## src/rtl/ctrl_pkg.sv

```systemverilog
// Shared encodings for the multi-cycle RV32I control path: FSM states,
// opcodes, datapath mux selects, ALU operation classes and immediate formats.
package ctrl_pkg;

    typedef enum logic [3:0] {
        S_FETCH,
        S_DECODE,
        S_MEM_ADR,
        S_MEM_RD,
        S_MEM_WB,
        S_MEM_WR,
        S_EXEC_R,
        S_EXEC_I,
        S_ALU_WB,
        S_BRANCH,
        S_JALR,
        S_JAL,
        S_TRAP
    } state_t;

    localparam logic [6:0] OP_LOAD   = 7'b0000011;
    localparam logic [6:0] OP_STORE  = 7'b0100011;
    localparam logic [6:0] OP_R      = 7'b0110011;
    localparam logic [6:0] OP_IMM    = 7'b0010011;
    localparam logic [6:0] OP_LUI    = 7'b0110111;
    localparam logic [6:0] OP_AUIPC  = 7'b0010111;
    localparam logic [6:0] OP_BRANCH = 7'b1100011;
    localparam logic [6:0] OP_JAL    = 7'b1101111;
    localparam logic [6:0] OP_JALR   = 7'b1100111;

    localparam logic [1:0] SRC_A_PC     = 2'b00;
    localparam logic [1:0] SRC_A_OLD_PC = 2'b01;
    localparam logic [1:0] SRC_A_REG    = 2'b10;

    localparam logic [1:0] SRC_B_REG  = 2'b00;
    localparam logic [1:0] SRC_B_IMM  = 2'b01;
    localparam logic [1:0] SRC_B_FOUR = 2'b10;

    localparam logic [1:0] RES_ALU_OUT = 2'b00;
    localparam logic [1:0] RES_DATA    = 2'b01;
    localparam logic [1:0] RES_ALU     = 2'b10;

    localparam logic [1:0] ALU_ADD    = 2'b00;
    localparam logic [1:0] ALU_BRANCH = 2'b01;
    localparam logic [1:0] ALU_FUNCT  = 2'b10;
    localparam logic [1:0] ALU_PASS_B = 2'b11;

    localparam logic [2:0] IMM_I     = 3'b000;
    localparam logic [2:0] IMM_S     = 3'b001;
    localparam logic [2:0] IMM_B     = 3'b010;
    localparam logic [2:0] IMM_U     = 3'b011;
    localparam logic [2:0] IMM_J     = 3'b100;
    localparam logic [2:0] IMM_SHIFT = 3'b101;

endpackage

```

## src/rtl/imm_src_decoder.sv

```systemverilog
// Combinational opcode/funct3 -> immediate-format select.
// Ports: opcode_i, funct_3_i in; imm_src_o out (IMM_* encoding).
module imm_src_decoder
    import ctrl_pkg::*;
(
    input  logic [6:0] opcode_i,
    input  logic [2:0] funct_3_i,
    output logic [2:0] imm_src_o
);

    logic is_shift;

    // SLLI/SRLI/SRAI share funct3[1:0] = 01
    assign is_shift = (opcode_i == OP_IMM) && (funct_3_i[1:0] == 2'b01);

    always_comb begin
        imm_src_o = IMM_I;
        unique case (1'b1)
            (opcode_i == OP_STORE):  imm_src_o = IMM_S;
            (opcode_i == OP_BRANCH): imm_src_o = IMM_B;
            (opcode_i == OP_LUI),
            (opcode_i == OP_AUIPC):  imm_src_o = IMM_U;
            (opcode_i == OP_JAL):    imm_src_o = IMM_J;
            is_shift:                imm_src_o = IMM_SHIFT;
            default:                 imm_src_o = IMM_I;
        endcase
    end

endmodule

```

## src/rtl/multicycle_controller.sv

```systemverilog
// Sequencing FSM for the multi-cycle RV32I datapath: drives mux selects and
// write enables per cycle, stalls on mem_ready_i, traps on illegal opcodes.
// Ports: clk, rst (async high), opcode_i, funct_3_i, mem_ready_i in;
// pc/branch/mem/ir/reg enables, adr/result/alu selects, imm_src_o,
// retire_o, illegal_o out. Define RETIRE_CNT_EN to add retire_cnt_o.
module multicycle_controller
    import ctrl_pkg::*;
#(
    parameter int RETIRE_CNT_W = 32
) (
    input  logic       clk,
    input  logic       rst,
    input  logic [6:0] opcode_i,
    input  logic [2:0] funct_3_i,
    input  logic       mem_ready_i,
    output logic       pc_wr_en_o,
    output logic       branch_o,
    output logic       adr_src_o,
    output logic       mem_wr_en_o,
    output logic       ir_wr_en_o,
    output logic       reg_wr_en_o,
    output logic [1:0] result_src_o,
    output logic [1:0] alu_src_a_o,
    output logic [1:0] alu_src_b_o,
    output logic [1:0] alu_op_o,
    output logic [2:0] imm_src_o,
    output logic       retire_o,
    output logic       illegal_o
`ifdef RETIRE_CNT_EN
    ,
    output logic [RETIRE_CNT_W-1:0] retire_cnt_o
`endif
);

    if (RETIRE_CNT_W < 1) begin : g_bad_width
        $error("RETIRE_CNT_W must be at least 1");
    end

    state_t state_q;
    state_t state_d;
    logic   illegal_q;

    logic pc_wr;
    logic branch;
    logic mem_wr;
    logic ir_wr;
    logic reg_wr;
    logic retire;

    imm_src_decoder u_imm_src_decoder (
        .opcode_i  (opcode_i),
        .funct_3_i (funct_3_i),
        .imm_src_o (imm_src_o)
    );

    always_ff @(posedge clk or posedge rst) begin
        if (rst) begin
            state_q   <= S_FETCH;
            illegal_q <= 1'b0;
        end else begin
            state_q <= state_d;
            if (state_d == S_TRAP) begin
                illegal_q <= 1'b1;
            end
        end
    end

    always_comb begin
        state_d      = state_q;
        pc_wr        = 1'b0;
        branch       = 1'b0;
        adr_src_o    = 1'b0;
        mem_wr       = 1'b0;
        ir_wr        = 1'b0;
        reg_wr       = 1'b0;
        retire       = 1'b0;
        result_src_o = RES_ALU_OUT;
        alu_src_a_o  = SRC_A_PC;
        alu_src_b_o  = SRC_B_REG;
        alu_op_o     = ALU_ADD;
        unique case (state_q)
            S_FETCH: begin
                alu_src_b_o  = SRC_B_FOUR;
                result_src_o = RES_ALU;
                ir_wr        = mem_ready_i;
                pc_wr        = mem_ready_i;
                if (mem_ready_i) begin
                    state_d = S_DECODE;
                end
            end
            S_DECODE: begin
                alu_src_a_o = SRC_A_OLD_PC;
                alu_src_b_o = SRC_B_IMM;
                case (opcode_i)
                    OP_LOAD,
                    OP_STORE:  state_d = S_MEM_ADR;
                    OP_R:      state_d = S_EXEC_R;
                    OP_IMM,
                    OP_LUI,
                    OP_AUIPC:  state_d = S_EXEC_I;
                    OP_BRANCH: state_d = S_BRANCH;
                    OP_JAL:    state_d = S_JAL;
                    OP_JALR:   state_d = S_JALR;
                    default:   state_d = S_TRAP;
                endcase
            end
            S_MEM_ADR: begin
                alu_src_a_o = SRC_A_REG;
                alu_src_b_o = SRC_B_IMM;
                state_d = (opcode_i == OP_LOAD) ? S_MEM_RD : S_MEM_WR;
            end
            S_MEM_RD: begin
                adr_src_o = 1'b1;
                if (mem_ready_i) begin
                    state_d = S_MEM_WB;
                end
            end
            S_MEM_WB: begin
                result_src_o = RES_DATA;
                reg_wr       = 1'b1;
                retire       = 1'b1;
                state_d      = S_FETCH;
            end
            S_MEM_WR: begin
                adr_src_o = 1'b1;
                mem_wr    = 1'b1;
                if (mem_ready_i) begin
                    retire  = 1'b1;
                    state_d = S_FETCH;
                end
            end
            S_EXEC_R: begin
                alu_src_a_o = SRC_A_REG;
                alu_op_o    = ALU_FUNCT;
                state_d     = S_ALU_WB;
            end
            S_EXEC_I: begin
                alu_src_b_o = SRC_B_IMM;
                state_d     = S_ALU_WB;
                case (opcode_i)
                    OP_LUI: begin
                        alu_op_o = ALU_PASS_B;
                    end
                    OP_AUIPC: begin
                        alu_src_a_o = SRC_A_OLD_PC;
                    end
                    default: begin
                        alu_src_a_o = SRC_A_REG;
                        alu_op_o    = ALU_FUNCT;
                    end
                endcase
            end
            S_ALU_WB: begin
                reg_wr  = 1'b1;
                retire  = 1'b1;
                state_d = S_FETCH;
            end
            S_BRANCH: begin
                alu_src_a_o = SRC_A_REG;
                alu_op_o    = ALU_BRANCH;
                branch      = 1'b1;
                retire      = 1'b1;
                state_d     = S_FETCH;
            end
            S_JALR: begin
                alu_src_a_o = SRC_A_REG;
                alu_src_b_o = SRC_B_IMM;
                state_d     = S_JAL;
            end
            S_JAL: begin
                // PC takes the target held in ALUOut while the ALU
                // computes the link value old-PC + 4 for ALU_WB.
                pc_wr       = 1'b1;
                alu_src_a_o = SRC_A_OLD_PC;
                alu_src_b_o = SRC_B_FOUR;
                state_d     = S_ALU_WB;
            end
            S_TRAP: begin
                state_d = S_TRAP;
            end
            default: begin
                state_d = S_FETCH;
            end
        endcase
    end

    // Write strobes drop as soon as rst rises, not at the next edge.
    assign pc_wr_en_o  = pc_wr  & ~rst;
    assign branch_o    = branch & ~rst;
    assign mem_wr_en_o = mem_wr & ~rst;
    assign ir_wr_en_o  = ir_wr  & ~rst;
    assign reg_wr_en_o = reg_wr & ~rst;
    assign retire_o    = retire & ~rst;
    assign illegal_o   = illegal_q;

`ifdef RETIRE_CNT_EN
    logic [RETIRE_CNT_W-1:0] retire_cnt_q;

    always_ff @(posedge clk or posedge rst) begin
        if (rst) begin
            retire_cnt_q <= '0;
        end else if (retire && state_q != S_TRAP) begin
            retire_cnt_q <= retire_cnt_q + RETIRE_CNT_W'(1);
        end
    end

    assign retire_cnt_o = retire_cnt_q;
`endif

endmodule

```

## config.mk

```make
export PLATFORM = sky130hd
export DESIGN_NAME = multicycle_controller
export DESIGN_NICKNAME = d
export VERILOG_FILES = /design/src/rtl/ctrl_pkg.sv /design/src/rtl/imm_src_decoder.sv /design/src/rtl/multicycle_controller.sv
export SDC_FILE = /design/constraint.sdc
export NUM_CORES = 1
export LEC_CHECK = 0
export CAP_MARGIN = 30
export CELL_PAD_IN_SITES_DETAIL_PLACEMENT = 0
export CELL_PAD_IN_SITES_GLOBAL_PLACEMENT = 1
export CORE_MARGIN = 2
export CORE_UTILIZATION = 28
export CTS_BUF_LIST = sky130_fd_sc_hd__clkbuf_16
export DETAILED_ROUTE_END_ITERATION = 8
export PLACE_DENSITY_LB_ADDON = 0.1
export RECOVER_POWER = 100
export SLEW_MARGIN = 40
export SYNTH_ARGS = -nofsm -noshare
export SYNTH_HDL_FRONTEND = slang
export SYNTH_SLANG_ARGS = --single-unit
```

## constraint.sdc

```tcl
create_clock -name clk -period 1.9 [get_ports clk]
set_input_delay 0.38 -clock clk [delete_from_list [all_inputs] [get_ports clk]]
set_output_delay 0.38 -clock clk [all_outputs]
set_load 0.01 [all_outputs]
```

======== Word-level counts from Yosys, hierarchy flattened ========
Cells that the tools add are included.
Widths: inputs -> output; s select.
cells by class
  $mul .................................... 0
  $lt $le $gt $ge ......................... 0
  divide/modulo/power cells ............... 0
  mux-type cells .......................... 21
  bitwise gates (word level) .............. 7
  shifts and indexed selects .............. 0
  add/sub/neg operators ................... 0
  reduce and logical (&&, ||, !) cells .... 13
  equal/unequal tests ..................... 23
operator list
  operator            number
  $pmux 4 s8          1
  $eq 4x4->1 const B  6
  $pmux 4 s6          1
  $eq 7x6->1 const B  3
  $eq 7x7->1 const B  3
  $eq 4x3->1 const B  4
  $pmux 2 s2          4
  $pmux 3 s5          1
  $eq 7x5->1 const B  2
  $mux 4              3
  $pmux 2 s3          2
  $reduce_or 2->1     6
  $reduce_or 3->1     3
  $eq 4x2->1 const B  2
  $reduce_or 4->1     2
  $eq 7x2->1 const B  1
  $and 1x1->1         6
  $mux 1              6
  $eq 4x1->1 const B  1
  $logic_not 4->1     1
  $pmux 1 s2          2
  $mux 3              1
  $eq 2x1->1 const B  1
  $logic_and 1x1->1   1
  $not 1->1           1
word-level totals
  output and inout port bits .............. 19
  logic and storage cells ................. 66
  memories kept ........................... 0
  register bits ........................... 5
  latch bits .............................. 0
  ROM bits ................................ 0
  memory bits (writable) .................. 0
  input bits .............................. 13

======== Depth between registers and ports, before layout ========
  word-level depth ........................ 5
  mapped depth ............................ 6
  depth with buffers taken out ............ 5

======== By module ========
From an unflattened synthesis, not the netlist that was laid out.
second synthesis, totals
  cell total of the unflattened synthesis .. 108
  area, all modules ....................... 765.7 µm²
modules (own cells, without submodules)
  module                 area each (µm²)  sequential area each (µm²)  cells an instance  times used
  multicycle_controller  671.9            125.1                       94                 1
  imm_src_decoder        93.8             0.0                         14                 1

======== Worst setup path before layout ========
No wires, ideal clock.
  kind .................................... in2out
  start point ............................. input opcode_i[6]
  end point ............................... output alu_src_a_o[0]
  buffers on the path ..................... 1
  cell stages on the path ................. 6
  arrival ................................. 1448 ps
  slack ................................... 72 ps
  data required time ...................... 1520 ps
  cell sequence ........................... buf_6 nand3b_1 nor2_2 and4_2 nor3_1 a211oi_1
on the way
  word-level cells in the longest chain between the ends .. 3
  elaborated cells on any way between the ends .. 4
  classes of those cells .................. 2 x eq/ne; 2 x mux
ends and longest elaborated chain
  item                                      RTL line                      RTL
  from (decl)                               multicycle_controller.sv:13   input logic [6:0] opcode_i,
  $eq 7x5->1 or $eq 7x6->1 (tied branches)  multicycle_controller.sv:140  case (opcode_i)
  $pmux 2 s2 *                              multicycle_controller.sv:140
  $pmux 2 s3 *                              multicycle_controller.sv:81   unique case (state_q)
  to (decl)                                 multicycle_controller.sv:23   output logic [1:0] alu_src_a_o,
Every way passes the cells marked *; elsewhere a longest branch is shown, timed or not.

======== Final worst setup path ========
  start point ............................. register state_q[1]
  end point ............................... output alu_src_a_o[0]
on the way
  word-level cells in the longest chain between the ends .. 3
  elaborated cells on any way between the ends .. 10
  classes of those cells .................. 7 x eq/ne; 1 x mux; 2 x reduce/logical
ends and longest elaborated chain
  item                                                          RTL line                     RTL
  from (decl)                                                   multicycle_controller.sv:39  state_t state_q;
  from (signal assigned)                                        multicycle_controller.sv:61  state_q <= state_d;
  $eq 4x4->1 (tied with other cells)                            multicycle_controller.sv:81
  $reduce_or 4->1 (no line) or $reduce_or 2->1 (tied branches)  -
  $pmux 2 s3 *                                                  multicycle_controller.sv:81
Marked as above.

==> impl_results.md <==
- Clock insertion delay at the later pin of the skew report: 230 ps
- Drt first pass iters: 6
- YS warnings: 0
- Setup slack, reg-to-reg: 60 ps
- All-layer global routing usage: 0.188
- Count of input and output buffers: 30
- Fraction of the yosys area taken by sequential cells: 0.170
- Average cell area after synthesis: 7.09 um^2
- Maximum vdd ir drop: 0.781 mV
- DIE AREA: 0.00306 mm^2
- Hold WC Path Type: input pin to asynchronous set/reset pin
- Mapped cell area: 737 um^2
- Clock sink count: 5
- Cell count after placement: 197
- Net count after synthesis: 117
- Die extent in x: 55.3 um
- Total count of hold-check failures in the final report: 0
- Flip-flop and latch count after synthesis: 5
- Post-route clock period utilization: 0.993
- Worst setup path endpoint: alu_src_a_o[0]
- Worst R2R Path Depth: 6
- Maxcap violations: 0
- Element type at the critical path start: flip-flop
- Number of buffers added by the clock tree synthesis step: 3
- Detailed placement HPWL: 2.03 mm
- Total power density per cell area: 1000 mW/mm^2
- Number of max-slew violations in the final report: 0
- Number of instances in the synthesized netlist: 104
- Start of the worst register-to-register path: state_q[1]$_DFF_PP0_
- Number of nets in the final layout: 208
- Remaining DRCs: 0
- Height of the die: 55.3 um
- Start point of the critical path: state_q[1]$_DFF_PP0_
- Number of vias after detailed routing: 1133
- Crit Path Max Fanout: 5
- Unique masters post-synth: 41
- Initial antenna violation count: 0
- Final cell count without fillers: 224
- Clock Tree Root: sky130_fd_sc_hd__clkbuf_16
- DRT iter0 DRCs: 32
- Fin util: 0.663
- Final global-route overflow total: 0
- Count of boundary I/O pins: 32
- Data required, critical path: 1520 ps
- Syn-to-layout area delta: 123%
- Arrival time of data at the critical path endpoint: 1510 ps
- Number of diodes: 0
- Critical path type: flip-flop to output port
- Pin count of the biggest net entering global routing: 9
- Vias per cell: 5.06
- Routed wire per std cell: 13.4 um
- Reg-to-Reg End: illegal_o$_DFFE_PP0N_
- Clock input transition at the sequential cells of the worst setup and hold paths: 30 ps
- Largest clock skew in the final design: 0.441 ps
- # rows: 18
- Leakage dissipation: 0.832 nW
- First-pass GRT wire length: 4.78 mm
- Effective utilization at floorplan: 0.297
- Via count of the first global-routing pass: 1102
- Clock tree from TritonCTS: yes
- Number of nets still failing antenna checks after routing: 0
- Largest buffer count on any clock path: 2
- Leading cell type in the layout, fill and taps excluded: sky130_fd_sc_hd__buf_4
- Total core area: 0.00248 mm^2
- Post-layout minimum cycle time: 1890 ps
- Maximum clock frequency: 530 MHz
- Worst Setup End Kind: output port
- Proportion of layout cells with a drive suffix above 1: 0.588
- Final setup violating endpoints: 0
- Last weighted congestion value of the routability-driven placer: 0.753
- Transition time at the pin with the least slew margin: 287 ps
- Slew headroom: 0.808
- Detailed-route wire length: 3.01 mm
- Most frequent cells in the layout: sky130_fd_sc_hd__buf_4 (52), sky130_fd_sc_hd__clkbuf_2 (11), sky130_fd_sc_hd__buf_2 (10)
- Unrepaired setup endpoints after global routing: yes
- Maximum level of the CTS H-tree: 1
- Run status: complete, no violations
==> metal layers <==
metal | vias to the layer above | wire length (um) | global-route usage
met4 | 0 | 44 | 0.0767
met5 | - | 0 | 0
met3 | 4 | 81 | 0.0164
met1 | 539 | 1210 | 0.207
li1 | 564 | - | -
met2 | 26 | 1670 | 0.364
==> metrics by stage <==
step | instance area, um^2 | hold WS, ps | TNS (ps) | power [W] | setup WS, ps
floorplan | 737 | 169 | 0 | 0.000594 | 72.4
global placement | 1330 | 467 | -6490 | 0.00108 | -684
detailed placement | 1330 | 465 | -6730 | 0.00109 | -696
CTS | 1560 | 507 | -383 | 0.00153 | -158
global route | 1640 | 366 | -39.9 | 0.00175 | -32.9
finish | 1640 | 278 | 0 | 0.00164 | 13.5
==> final cells by class <==
type	instances	area, um^2
Inverter	3	11.3
Clock buffer	3	75.1
Multi-Input combinational cell	90	692
Tap cell	30	37.5
Timing Repair Buffer	92	692
Fill cell	213	836
Clock inverter	1	3.75
Sequential cell	5	130
==> cell families after synthesis <==
group | Yosys count | synth area share
xor gates and xnor gates | 2 | 0.0238
and+or+nand+nor | 62 | 0.506
DFF | 5 | 0.170
buffers and inverters | 9 | 0.0713
AOI/OAI and AO/OA | 26 | 0.229
==> registers in the layout, indices dropped and copies added (netlist names) <==
name,flops
illegal_o,1
state_q,4
==> Yosys cell counts <==
| cell type | instances | area (um^2) |
|---|---|---|
| sky130_fd_sc_hd__and4_2 | 1 | 10.0 |
| sky130_fd_sc_hd__a31oi_1 | 2 | 12.5 |
| sky130_fd_sc_hd__and2_1 | 1 | 6.26 |
| sky130_fd_sc_hd__or4_4 | 1 | 11.3 |
| sky130_fd_sc_hd__a21oi_1 | 6 | 30.0 |
| sky130_fd_sc_hd__clkbuf_1 | 3 | 11.3 |
| sky130_fd_sc_hd__a2bb2oi_1 | 1 | 8.76 |
| sky130_fd_sc_hd__nor2_2 | 1 | 6.26 |
| sky130_fd_sc_hd__nor4_1 | 2 | 12.5 |
| sky130_fd_sc_hd__or3_1 | 2 | 12.5 |
| sky130_fd_sc_hd__nor3b_1 | 1 | 7.51 |
| sky130_fd_sc_hd__nor2_1 | 11 | 41.3 |
| sky130_fd_sc_hd__o31a_1 | 1 | 8.76 |
| sky130_fd_sc_hd__nand2_1 | 8 | 30.0 |
| sky130_fd_sc_hd__o21ai_0 | 6 | 30.0 |
| sky130_fd_sc_hd__o21bai_1 | 1 | 7.51 |
| sky130_fd_sc_hd__and3_1 | 2 | 12.5 |
| sky130_fd_sc_hd__buf_6 | 2 | 22.5 |
| sky130_fd_sc_hd__nor2b_1 | 4 | 25.0 |
| sky130_fd_sc_hd__a2111oi_0 | 1 | 8.76 |
| sky130_fd_sc_hd__nor3_2 | 1 | 10.0 |
| sky130_fd_sc_hd__nand3b_4 | 1 | 20.0 |
| sky130_fd_sc_hd__a31o_1 | 1 | 8.76 |
| sky130_fd_sc_hd__a41oi_1 | 1 | 8.76 |
| sky130_fd_sc_hd__nor4_2 | 1 | 12.5 |
| sky130_fd_sc_hd__nand3_1 | 2 | 10.0 |
| sky130_fd_sc_hd__nand2b_1 | 10 | 62.6 |
| sky130_fd_sc_hd__xnor2_1 | 1 | 8.76 |
| sky130_fd_sc_hd__and2b_2 | 1 | 8.76 |
| sky130_fd_sc_hd__a211oi_1 | 3 | 22.5 |
| sky130_fd_sc_hd__dfrtp_1 | 5 | 125 |
| sky130_fd_sc_hd__xor2_1 | 1 | 8.76 |
| sky130_fd_sc_hd__inv_1 | 3 | 11.3 |
| sky130_fd_sc_hd__nand4bb_1 | 1 | 11.3 |
| sky130_fd_sc_hd__buf_4 | 1 | 7.51 |
| sky130_fd_sc_hd__or4_1 | 1 | 7.51 |
| sky130_fd_sc_hd__nand3b_1 | 2 | 15.0 |
| sky130_fd_sc_hd__a22oi_1 | 1 | 7.51 |
| sky130_fd_sc_hd__o32ai_1 | 1 | 8.76 |
| sky130_fd_sc_hd__o22ai_1 | 1 | 6.26 |
| sky130_fd_sc_hd__nor3_1 | 8 | 40.0 |
==> critical path, cell delays in order (launching register included) <==
cell and delay, ps:
sky130_fd_sc_hd__dfrtp_2 450, sky130_fd_sc_hd__buf_6 140, sky130_fd_sc_hd__buf_6 90, sky130_fd_sc_hd__and4_4 190
sky130_fd_sc_hd__nor3_1 40, sky130_fd_sc_hd__a211oi_1 200, sky130_fd_sc_hd__buf_2 160
==> how the worst min path moves through the flow <==
stage / startpoint / to / slack [ps] / depth (start not counted)
after floorplan: rst / illegal_o$_DFFE_PP0N_ / 170 / 1
after global placement: illegal_o$_DFFE_PP0N_ / illegal_o$_DFFE_PP0N_ / 470 / 1
after detailed placement: illegal_o$_DFFE_PP0N_ / illegal_o$_DFFE_PP0N_ / 460 / 1
after CTS: illegal_o$_DFFE_PP0N_ / illegal_o$_DFFE_PP0N_ / 510 / 1
after global routing: rst / illegal_o$_DFFE_PP0N_ / 370 / 3
final: rst / illegal_o$_DFFE_PP0N_ / 280 / 3
==> what timing repair did <==
| action | 4_1_cts | 5_1_grt |
|---|---|---|
| pin swaps | 10 | 14 |
| gates resized for setup | 78 | 40 |
| setup endpoints to repair | 20 | 16 |
| setup buffers | 16 | 8 |
| hold buffers | 0 | 0 |
==> report_power, final <==
| part | internal (W) | leakage [nW] | switching, W | total (W) |
|---|---|---|---|---|
| clock network | 0.000273 | 0.0423 | 0.0000725 | 0.000345 |
| registers | 0.000146 | 0.0567 | 0.0000542 | 0.000201 |
| logic | 0.000607 | 0.733 | 0.000489 | 0.00110 |
No activity file was read; power rests on OpenSTA's default activity.
==> variant: new RTL, config.mk and constraints unchanged <==
The option `RETIRE_CNT_EN` is turned on by a define.
--- a/src/rtl/multicycle_controller.sv
+++ b/src/rtl/multicycle_controller.sv
@@ -4,4 +4,6 @@
 // pc/branch/mem/ir/reg enables, adr/result/alu selects, imm_src_o,
 // retire_o, illegal_o out. Define RETIRE_CNT_EN to add retire_cnt_o.
+`define RETIRE_CNT_EN
+
 module multicycle_controller
     import ctrl_pkg::*;
Formal check against the unedited RTL (old outputs only; new: retire_cnt_o): equivalent (Yosys induction, for registers that start in step).
==> variant against the original RTL <==
  * The flow now finishes with violations (setup timing)
  * Combinational power grew 45%
  * Worst setup slack worse by 0.038 ns
  * Global-route usage fell by 4.1 points
  * Sequential cell count rose by 32
  * Hold slack improved by 0.18 ns
  * Area after synthesis rose to 2.9 times the old value
  * Clock skew up 0.0032 ns
  * Wire length up 100%
  * Final cell count increased by 100%
  * Cell area rose by 120%
  * Die area rose to 2.7 times the old value
  * Clock power up 120%
  * Power is 100% higher
  * Critical path type unchanged
  * Largest cell class unchanged
==> variant: results (changes against the original RTL) <==
INFO  metric run_status = finished with violations
INFO  metric failed_checks = setup timing
INFO  metric power.static_leakage = 1.59 nW (+91%)
INFO  metric mappedNetlistNets = 239 (+100%)
INFO  metric finish.net_count = 372 (+79%)
INFO  metric critical-path-max-stage-delay = 0.41 ns (-0.04 ns)
INFO  metric hp-class = reg2reg
INFO  metric dp_cells = 433 (+120%)
INFO  metric hold_ws = 0.459 ns (+0.181 ns)
INFO  metric tightestPinTransition = 0.949 ns (+0.662 ns)
INFO  metric portBuffers = 62 (+110%)
INFO  metric finalSetupViolations = 2 (+2)
INFO  metric largest_register_ff_count = 32 (+28)
INFO  metric clkTransAtPathRegs = 0.05 ns (+0.02 ns)
INFO  metric antenna-diode-count = 0 (unchanged)
INFO  metric grt_max_degree = 38 (+29)
INFO  metric ff2ff_setup_slack = 0.08 ns (+0.02 ns)
INFO  metric ir_drop = 0.000474 V (-39%)
INFO  metric synthDistinctLibCells = 47 (+15%)
INFO  metric setup-tns-final = -0.0457 ns (-0.0457 ns)
INFO  metric post-route-worst-setup-slack = -0.0241 ns (-0.0376 ns)
INFO  metric detailedRoute.firstPassIterationCount = 4 (-2)
INFO  metric post_placement_setup_slack = -0.709 ns (-0.0132 ns)
INFO  metric post_layout_nonfiller_instances = 457 (+100%)
INFO  metric detailedRoute.firstIterationViolations = 56 (+75%)
INFO  metric cts_h_tree_depth = 2 (+1)
INFO  metric cpMaxStageDelayCell = sky130_fd_sc_hd__dfrtp_1
INFO  metric grt_first_pass_wirelength = 10.2 mm (+110%)
INFO  metric numCtsBuffers = 5 (+2)
INFO  metric gp_congestion = 0.783 (+3.9%)
INFO  metric gr-usage-all-layers = 14.8% (-4.1 points)
INFO  metric synthTopCellsByCount = sky130_fd_sc_hd__dfrtp_1 (37), sky130_fd_sc_hd__nand2_1 (22), sky130_fd_sc_hd__xnor2_1 (21)
INFO  metric vias_in_the_first_global_route = 2150 (+95%)
INFO  metric placed_area = 3270 µm² (+150%)
INFO  metric via_per_inst = 4.77 (-5.6%)
INFO  metric clock_insertion_delay_at_the_later_pin_of_the_skew_report = 0.27 ns (+0.04 ns)
INFO  metric fin_skew = 0.00366 ns (+0.00322 ns)
INFO  metric syn_area_per_cell = 9.48 µm² (+34%)
INFO  metric max_fo_critical_path = 4 (-1)
INFO  metric cp.arrival = 1.54 ns (+0.03 ns)
INFO  metric drive_above_1_share = 39.1% (-20 points)
INFO  metric cp_top_family = buffers and inverters
INFO  metric dp_hpwl = 4.30 mm (+110%)
INFO  metric drt-total-wl = 6.15 mm (+100%)
INFO  metric synth.yosys.seq_area_share = 43.4% (+26 points)
INFO  metric netlist_top_cells_area = sky130_fd_sc_hd__dfrtp_1 (43%), sky130_fd_sc_hd__xnor2_1 (8.6%), sky130_fd_sc_hd__xor2_1 (4.5%)
-- variant: final cells by class --
class                           instances  area [µm²]
Inverter                                5        22.5
Sequential cell                        37         930
Timing Repair Buffer                  134        1110
Fill cell                             694        3680
Clock buffer                            5         125
Tap cell                               99         124
Clock inverter                          2        7.51
Multi-Input combinational cell        175        1330
-- variant: timing repair --
action | 4_1_cts | 5_1_grt
resized for setup | 93 | 41
cloned | 0 | 0
setup endpoints to repair | 27 | 35
setup buffers | 8 | 11
pin swaps | 11 | 16
-- variant: power breakdown --
part	total, mW	switching [mW]	internal, mW	leakage [nW]
clock	0.757	0.288	0.469	0.0685
combinational	1.60	0.750	0.847	1.06
sequential	1.01	0.115	0.896	0.457
-- variant: final timing paths --
path                       cells after the start        startpoint                to
setup / recovery                               6        state_q[3]        pc_wr_en_o
max in group asynchronous                      3               rst        state_q[1]
setup reg to reg                               8        state_q[3]  retire_cnt_o[21]
hold reg to reg                                1  retire_cnt_o[31]  retire_cnt_o[31]
min in group asynchronous                      3               rst        state_q[0]
hold / removal                                 1  retire_cnt_o[31]  retire_cnt_o[31]
-- variant: cells by family after synthesis --
| group | Yosys count | synth area share [%] |
|---|---|---|
| buffers and inverters | 13 | 2.46 |
| AOI/OAI and AO/OA | 34 | 11.0 |
| muxes | 1 | 0.528 |
| and+or+nand+nor | 107 | 28.9 |
| xor gates and xnor gates | 32 | 13.1 |
| adders and majority gates | 1 | 0.586 |
| DFF | 37 | 43.4 |
-- variant: layer usage --
layer,routed length (µm),GRT usage [%],share of wire [%],up-vias
met5,0,0,0,-
met4,114,5.30,1.9,0
met3,236,2.74,3.8,9
met2,2800,22.5,46,58
met1,3000,20.9,49,1044
li1,-,-,-,1071
